File: config.mk
export PLATFORM = sky130hd
export DESIGN_NAME = stage_sequencer
export DESIGN_NICKNAME = d
export VERILOG_FILES = /design/src/rtl/processor_stage_pkg.sv /design/src/rtl/mem_wait_timer.sv /design/src/rtl/stage_sequencer.sv
export SDC_FILE = /design/constraint.sdc
export NUM_CORES = 1
export LEC_CHECK = 0
export ABC_CLOCK_PERIOD_IN_PS = 2300
export BUFFER_PORTS_ARGS = -buffer_cell sky130_fd_sc_hd__buf_2
export CORE_MARGIN = 2
export CORE_UTILIZATION = 35
export CTS_BUF_LIST = sky130_fd_sc_hd__clkbuf_16
export DETAILED_ROUTE_END_ITERATION = 8
export GPL_TIMING_DRIVEN = 1
export PLACE_DENSITY = 0.68
export RECOVER_POWER = 25
export SYNTH_ARGS = -nofsm -noshare
export SYNTH_HDL_FRONTEND = slang
export SYNTH_SLANG_ARGS = --single-unit
File: constraint.sdc
create_clock -name Clock_i -period 2.3 [get_ports Clock_i]
set_clock_uncertainty 0.15 [all_clocks]
set_input_delay 0.115 -clock Clock_i [delete_from_list [all_inputs] [get_ports Clock_i]]
set_output_delay 0.115 -clock Clock_i [all_outputs]
set_load 0.02 [all_outputs]
File: src/rtl/processor_stage_pkg.sv
// Shared stage encodings, halt cause codes and CCR bit positions for the
// five-stage processor sequencer.
package processor_stage_pkg;

   typedef enum logic [2:0] {
      ST_IDLE      = 3'd0,
      ST_FETCH     = 3'd1,
      ST_DECODE    = 3'd2,
      ST_EXECUTE   = 3'd3,
      ST_MEMORY    = 3'd4,
      ST_WRITEBACK = 3'd5,
      ST_HALT      = 3'd7
   } stage_e;

   typedef enum logic [1:0] {
      HC_NONE    = 2'd0,
      HC_IFNR    = 2'd1,
      HC_INR     = 2'd2,
      HC_TIMEOUT = 2'd3
   } halt_cause_e;

   localparam int CCR_C    = 0;
   localparam int CCR_V    = 1;
   localparam int CCR_Z    = 2;
   localparam int CCR_N    = 3;
   localparam int CCR_INR  = 4;
   localparam int CCR_IFNR = 5;
   localparam int CCR_NOP  = 6;

endpackage

File: src/rtl/mem_wait_timer.sv
// Counts consecutive stalled memory cycles; Timeout_o flags the MEM_TIMEOUT-th
// consecutive stall combinationally. Clear_i wins over Waiting_i.
module mem_wait_timer #(
   parameter int MEM_TIMEOUT = 16
) (
   input  logic Clock_i,
   input  logic Reset_n_i,
   input  logic Clear_i,
   input  logic Waiting_i,
   output logic Timeout_o
);

   localparam int CW = (MEM_TIMEOUT > 2) ? $clog2(MEM_TIMEOUT) : 1;

   logic [CW-1:0] count_q, count_d;

   always_comb begin
      count_d = count_q;
      if (Clear_i) begin
         count_d = '0;
      end else if (Waiting_i) begin
         count_d = count_q + CW'(1);
      end
   end

   always_ff @(posedge Clock_i) begin
      if (!Reset_n_i) begin
         count_q <= '0;
      end else begin
         count_q <= count_d;
      end
   end

   // The count never passes MEM_TIMEOUT-1: reaching it while stalled forces a state change.
   assign Timeout_o = Waiting_i && (count_q == CW'(MEM_TIMEOUT - 1));

endmodule

File: src/rtl/stage_sequencer.sv
// Multi-cycle Fetch/Decode/Execute/Memory/WriteBack sequencer; 5 cycles per instruction
// (2 for a NOP) with no stalls, holding in FETCH/MEMORY while MEM_Ready is low.
module stage_sequencer
   import processor_stage_pkg::*;
#(
   parameter int COUNT_WIDTH = 32,
   parameter int MEM_TIMEOUT = 16
) (
   input  logic                   Clock_i,
   input  logic                   Reset_n_i,
   input  logic                   Run_i,
   input  logic                   Step_Mode_i,
   input  logic                   MEM_Ready_i,
   input  logic                   Memory_Access_i,
   input  logic                   NOP_FLAG_i,
   input  logic                   IFNR_FLAG_i,
   input  logic [31:0]            CCR_Out_i,
   output logic [2:0]             Stage_o,
   output logic [4:0]             Stage_OneHot_o,
   output logic                   Mem_Request_o,
   output logic                   Stall_o,
   output logic                   Halted_o,
   output logic [1:0]             Halt_Cause_o,
   output logic [COUNT_WIDTH-1:0] Instr_Count_o
);

   stage_e                 state_q, state_d;
   halt_cause_e            cause_q, cause_d;
   logic [COUNT_WIDTH-1:0] count_q, count_d;
   logic                   mem_first_q;
   logic                   inr_hit;
   logic                   mem_req;
   logic                   timeout;
   logic                   continue_run;
   logic                   unused_ccr;

   assign unused_ccr = ^{CCR_Out_i[31:CCR_INR+1], CCR_Out_i[CCR_INR-1:0]};

   // MEMORY is only ever entered from EXECUTE, so this marks its first cycle.
   assign inr_hit = (state_q == ST_MEMORY) && mem_first_q && CCR_Out_i[CCR_INR];
   assign mem_req = (state_q == ST_FETCH) ||
                    ((state_q == ST_MEMORY) && Memory_Access_i && !inr_hit);
   assign continue_run = Run_i && !Step_Mode_i;

   mem_wait_timer #(.MEM_TIMEOUT(MEM_TIMEOUT)) u_wait_timer (
      .Clock_i   (Clock_i),
      .Reset_n_i (Reset_n_i),
      .Clear_i   (state_d != state_q),
      .Waiting_i (mem_req && !MEM_Ready_i),
      .Timeout_o (timeout)
   );

   always_comb begin
      state_d = state_q;
      cause_d = cause_q;
      count_d = count_q;
      case (state_q)
         ST_IDLE: if (Run_i) state_d = ST_FETCH;
         ST_FETCH: begin
            if (MEM_Ready_i) begin
               state_d = ST_DECODE;
            end else if (timeout) begin
               state_d = ST_HALT;
               cause_d = HC_TIMEOUT;
            end
         end
         ST_DECODE: begin
            if (IFNR_FLAG_i) begin
               state_d = ST_HALT;
               cause_d = HC_IFNR;
            end else if (NOP_FLAG_i) begin
               count_d = count_q + COUNT_WIDTH'(1);
               state_d = continue_run ? ST_FETCH : ST_IDLE;
            end else begin
               state_d = ST_EXECUTE;
            end
         end
         ST_EXECUTE: state_d = ST_MEMORY;
         ST_MEMORY: begin
            if (inr_hit) begin
               state_d = ST_HALT;
               cause_d = HC_INR;
            end else if (!Memory_Access_i || MEM_Ready_i) begin
               state_d = ST_WRITEBACK;
            end else if (timeout) begin
               state_d = ST_HALT;
               cause_d = HC_TIMEOUT;
            end
         end
         ST_WRITEBACK: begin
            count_d = count_q + COUNT_WIDTH'(1);
            state_d = continue_run ? ST_FETCH : ST_IDLE;
         end
         ST_HALT: state_d = ST_HALT;
         default: state_d = ST_IDLE;
      endcase
   end

   always_ff @(posedge Clock_i) begin
      if (!Reset_n_i) begin
         state_q     <= ST_IDLE;
         cause_q     <= HC_NONE;
         count_q     <= '0;
         mem_first_q <= 1'b0;
      end else begin
         state_q     <= state_d;
         cause_q     <= cause_d;
         count_q     <= count_d;
         mem_first_q <= (state_q == ST_EXECUTE);
      end
   end

   always_comb begin
      Stage_OneHot_o = 5'b00000;
      case (state_q)
         ST_FETCH:     Stage_OneHot_o = 5'b00001;
         ST_DECODE:    Stage_OneHot_o = 5'b00010;
         ST_EXECUTE:   Stage_OneHot_o = 5'b00100;
         ST_MEMORY:    Stage_OneHot_o = 5'b01000;
         ST_WRITEBACK: Stage_OneHot_o = 5'b10000;
         default:      Stage_OneHot_o = 5'b00000;
      endcase
   end

   assign Stage_o       = state_q;
   assign Mem_Request_o = mem_req;
   assign Stall_o       = mem_req && !MEM_Ready_i;
   assign Halted_o      = (state_q == ST_HALT);
   assign Halt_Cause_o  = cause_q;
   assign Instr_Count_o = count_q;

endmodule

==> flow_summary.yaml <==
grt:
  grt_max_degree: 31
  grt_use_total_pct: 15.9
  grt_pass1_vias: 2034
  antenna_found_initial: 0
  grt_overflow: 0
  grt_pass1_wl_um: 9470
finish:
  drive_gt1_share_pct: 16.7
  utilization_pct: 44.2
  final_common_cell: "dfxtp_1"
  nFillCells: 676
  diodes: 0
  nets: 376
  final_cell_mix: "42 x dfxtp_1, 32 x buf_2, 25 x a21oi_1"
  syn_to_final_growth_pct: 22.4
die:
  start_util_pct: 36.1
  io_pins: 85
  fp.dieH_um: 84.7
  fp.dieArea_um2: 7170
  die_x_um: 84.7
  rows: 29
  coreArea_um2: 6310
clocking:
  cts_made_buffers: 5
  cts_root_buf: "clkbuf_16"
  post_cts_resized: 0
  ctsHtreeMaxLevel: 2
  cts_buffer_depth: 2
  cts_hold_buf: 0
  clk_latency_ps: 280
  cts_tree: "yes"
  cts_sinks: 42
  cts.clk_slew.worst_paths_ps: 60
  cts_setup_buffers: 0
flow_run:
  maxCapViolations: 0
logic_synthesis:
  ys.flop_type: "dfxtp_1"
  async_flop_share_pct: 0
  muxShareOfSynthArea_pct: 4.39
  syn_inst: 281
  synth_compound_area_share_pct: 21.2
  synth_cell_types: 45
  synth_edf_count: 0
  synth_top_family_by_area: "simple AND/OR/NAND/NOR gates"
  syn-num-nets: 323
  netlist_area_um2: 2280
  synthXorXnorAreaFrac_pct: 0.769
  seq_area_frac_synth_pct: 36.9
  yosysWarnings: 0
  synth.avg_cell_area_um2: 8.11
  synthAdderAreaFrac_pct: 1.10
  synth-seq-cells: 42
  synthSimpleGateAreaFrac_pct: 30.7
setup_path:
  r2r_slack_ps: 140
  critPathKind: "reg2reg"
  start_kind: "flip-flop"
  crit_slowest_cell: "or4_1"
  crit_required_ps: 2370
  slowest_delay_ps: 500
  critPathMaxFanout: 26
  cp-end-kind: "flip-flop"
  path_cells: "or3b_1, o32a_1, buf_12, or4_1, a21oi_1"
  critical_path_arrival_ps: 2220
timing:
  slew_violations: 0
  setup_viol: 0
  min_period_over_period_pct: 93.8
  fmax_ghz: 0.464
  worst_pin_slew_ps: 726
  slew_headroom_pct: 51.6
  rsz0062_at_grt: "no"
  hold_violations: 0
  period_needed_ps: 2160
  setup-tns-final_ps: 0
placement:
  place_congestion: 0.766
  port-buffer-count: 53
  place_hpwl_um: 3860
pwr:
  leakagePower_nw: 0.987
  ir_worst_vdd_v: 0.000310
  powerDensity_nw_per_um2: 575
  power_mw: 1.60
drt:
  vias: 2287
  dr.first_iter.drc_count: 117
  via_per_inst: 5.55
  antenna_left: 0
  drc: 0
  routed_wirelength_um: 5610
  detail_route.wl_per_cell_um: 13.6
  drt-pass1-iter-count: 6
hold_path:
  hold_class: "in2reg"
outcome:
  status: "complete, no violations"
-- final cells by class --
class / count / area (um2) / area share [%]
multi-input combinational: 210 / 1330 / 47.7
sequential: 42 / 841 / 30.1
timing repair buffer: 65 / 342 / 12.2
clock buffer: 5 / 125 / 4.49
tap: 77 / 96.3 / 3.45
inverter: 10 / 37.5 / 1.35
clock inverter: 3 / 17.5 / 0.628
-- worst max-delay path, delay by kind of cell, from the launching register on --
| family | cells | cell delay [ps] |
|---|---|---|
| buf+inv | 1 | 170 |
| compound gates | 2 | 540 |
| flops | 1 | 300 |
| simple gates | 2 | 920 |
-- metal layers --
layer	GRT usage (%)	up-vias	part of all wire, %
met5	0	-	0
met4	4.47	0	0.77
met3	4.62	5	5.2
met2	25.7	36	47
met1	20.7	1068	47
li1	-	1178	-
-- sequential cells by signal (all words and copies together), names as in the netlist --
signal and cells:
Halt_Cause_o 2, Instr_Count_o 32, Stage_o 3, mem_first_q 1, u_wait_timer.count_q 4
-- cells by family (layout without fill, tap and decap cells) --
logic type,count (synthesis),count (layout)
AND/OR/NAND/NOR,122,122
AO/OA/AOI/OAI,74,74
flip-flops,42,42
buffers and inverters,29,83
multiplexers,10,10
adder cells (fa/ha/maj),2,2
XOR/XNOR,2,2
-- worst paths after layout --
kind                          start                end  cells after the start
hold reg to reg   Instr_Count_o[31]  Instr_Count_o[31]                      2
setup / recovery         Stage_o[0]  Instr_Count_o[21]                      5
setup reg to reg         Stage_o[0]  Instr_Count_o[21]                      5
hold / removal                Run_i         Stage_o[0]                      3
-- synth_stat cells (2+ instances only) --
library cell,count,share of area (%)
nor2_1,10,1.6
or2_2,2,0.55
ha_1,2,1.1
clkbuf_1,16,2.6
a31oi_1,2,0.55
and4_1,2,0.77
nor3_1,2,0.44
nand2_1,24,4.0
and3_1,2,0.55
nor2b_1,4,1.1
nand2b_1,13,3.6
dfxtp_1,42,37
or3_1,8,2.2
mux2i_1,10,4.4
o31ai_1,17,5.6
buf_2,3,0.66
nor4_1,10,2.7
nand3b_1,2,0.66
o21ai_0,10,2.2
and4b_1,2,0.88
nand3_1,13,2.9
or4_1,16,5.3
nand4_1,9,2.5
inv_1,9,1.5
a21oi_1,25,5.5
xnor2_1,2,0.77
a211oi_1,5,1.6
nor3b_1,2,0.66
-- stage by stage --
stage	hold WS [ps]	setup WS, ps	cells	area [um2]
after CTS	20.4	139	412	2820
final	28.9	143	412	2790
after global routing	50.9	21.5	412	2790
after detailed placement	311	149	404	2670
after floorplan	115	107	281	2280
after global placement	306	182	404	2670
-- where the power goes --
group	leakage (nW)	internal (mW)	total, mW	switching (mW)
Combinational	0.573	0.0625	0.180	0.117
Clock	0.0750	0.398	0.683	0.285
Sequential	0.339	0.735	0.740	0.00475
Total	0.987	1.20	1.60	0.407
Power figures use the tool's default switching activity.
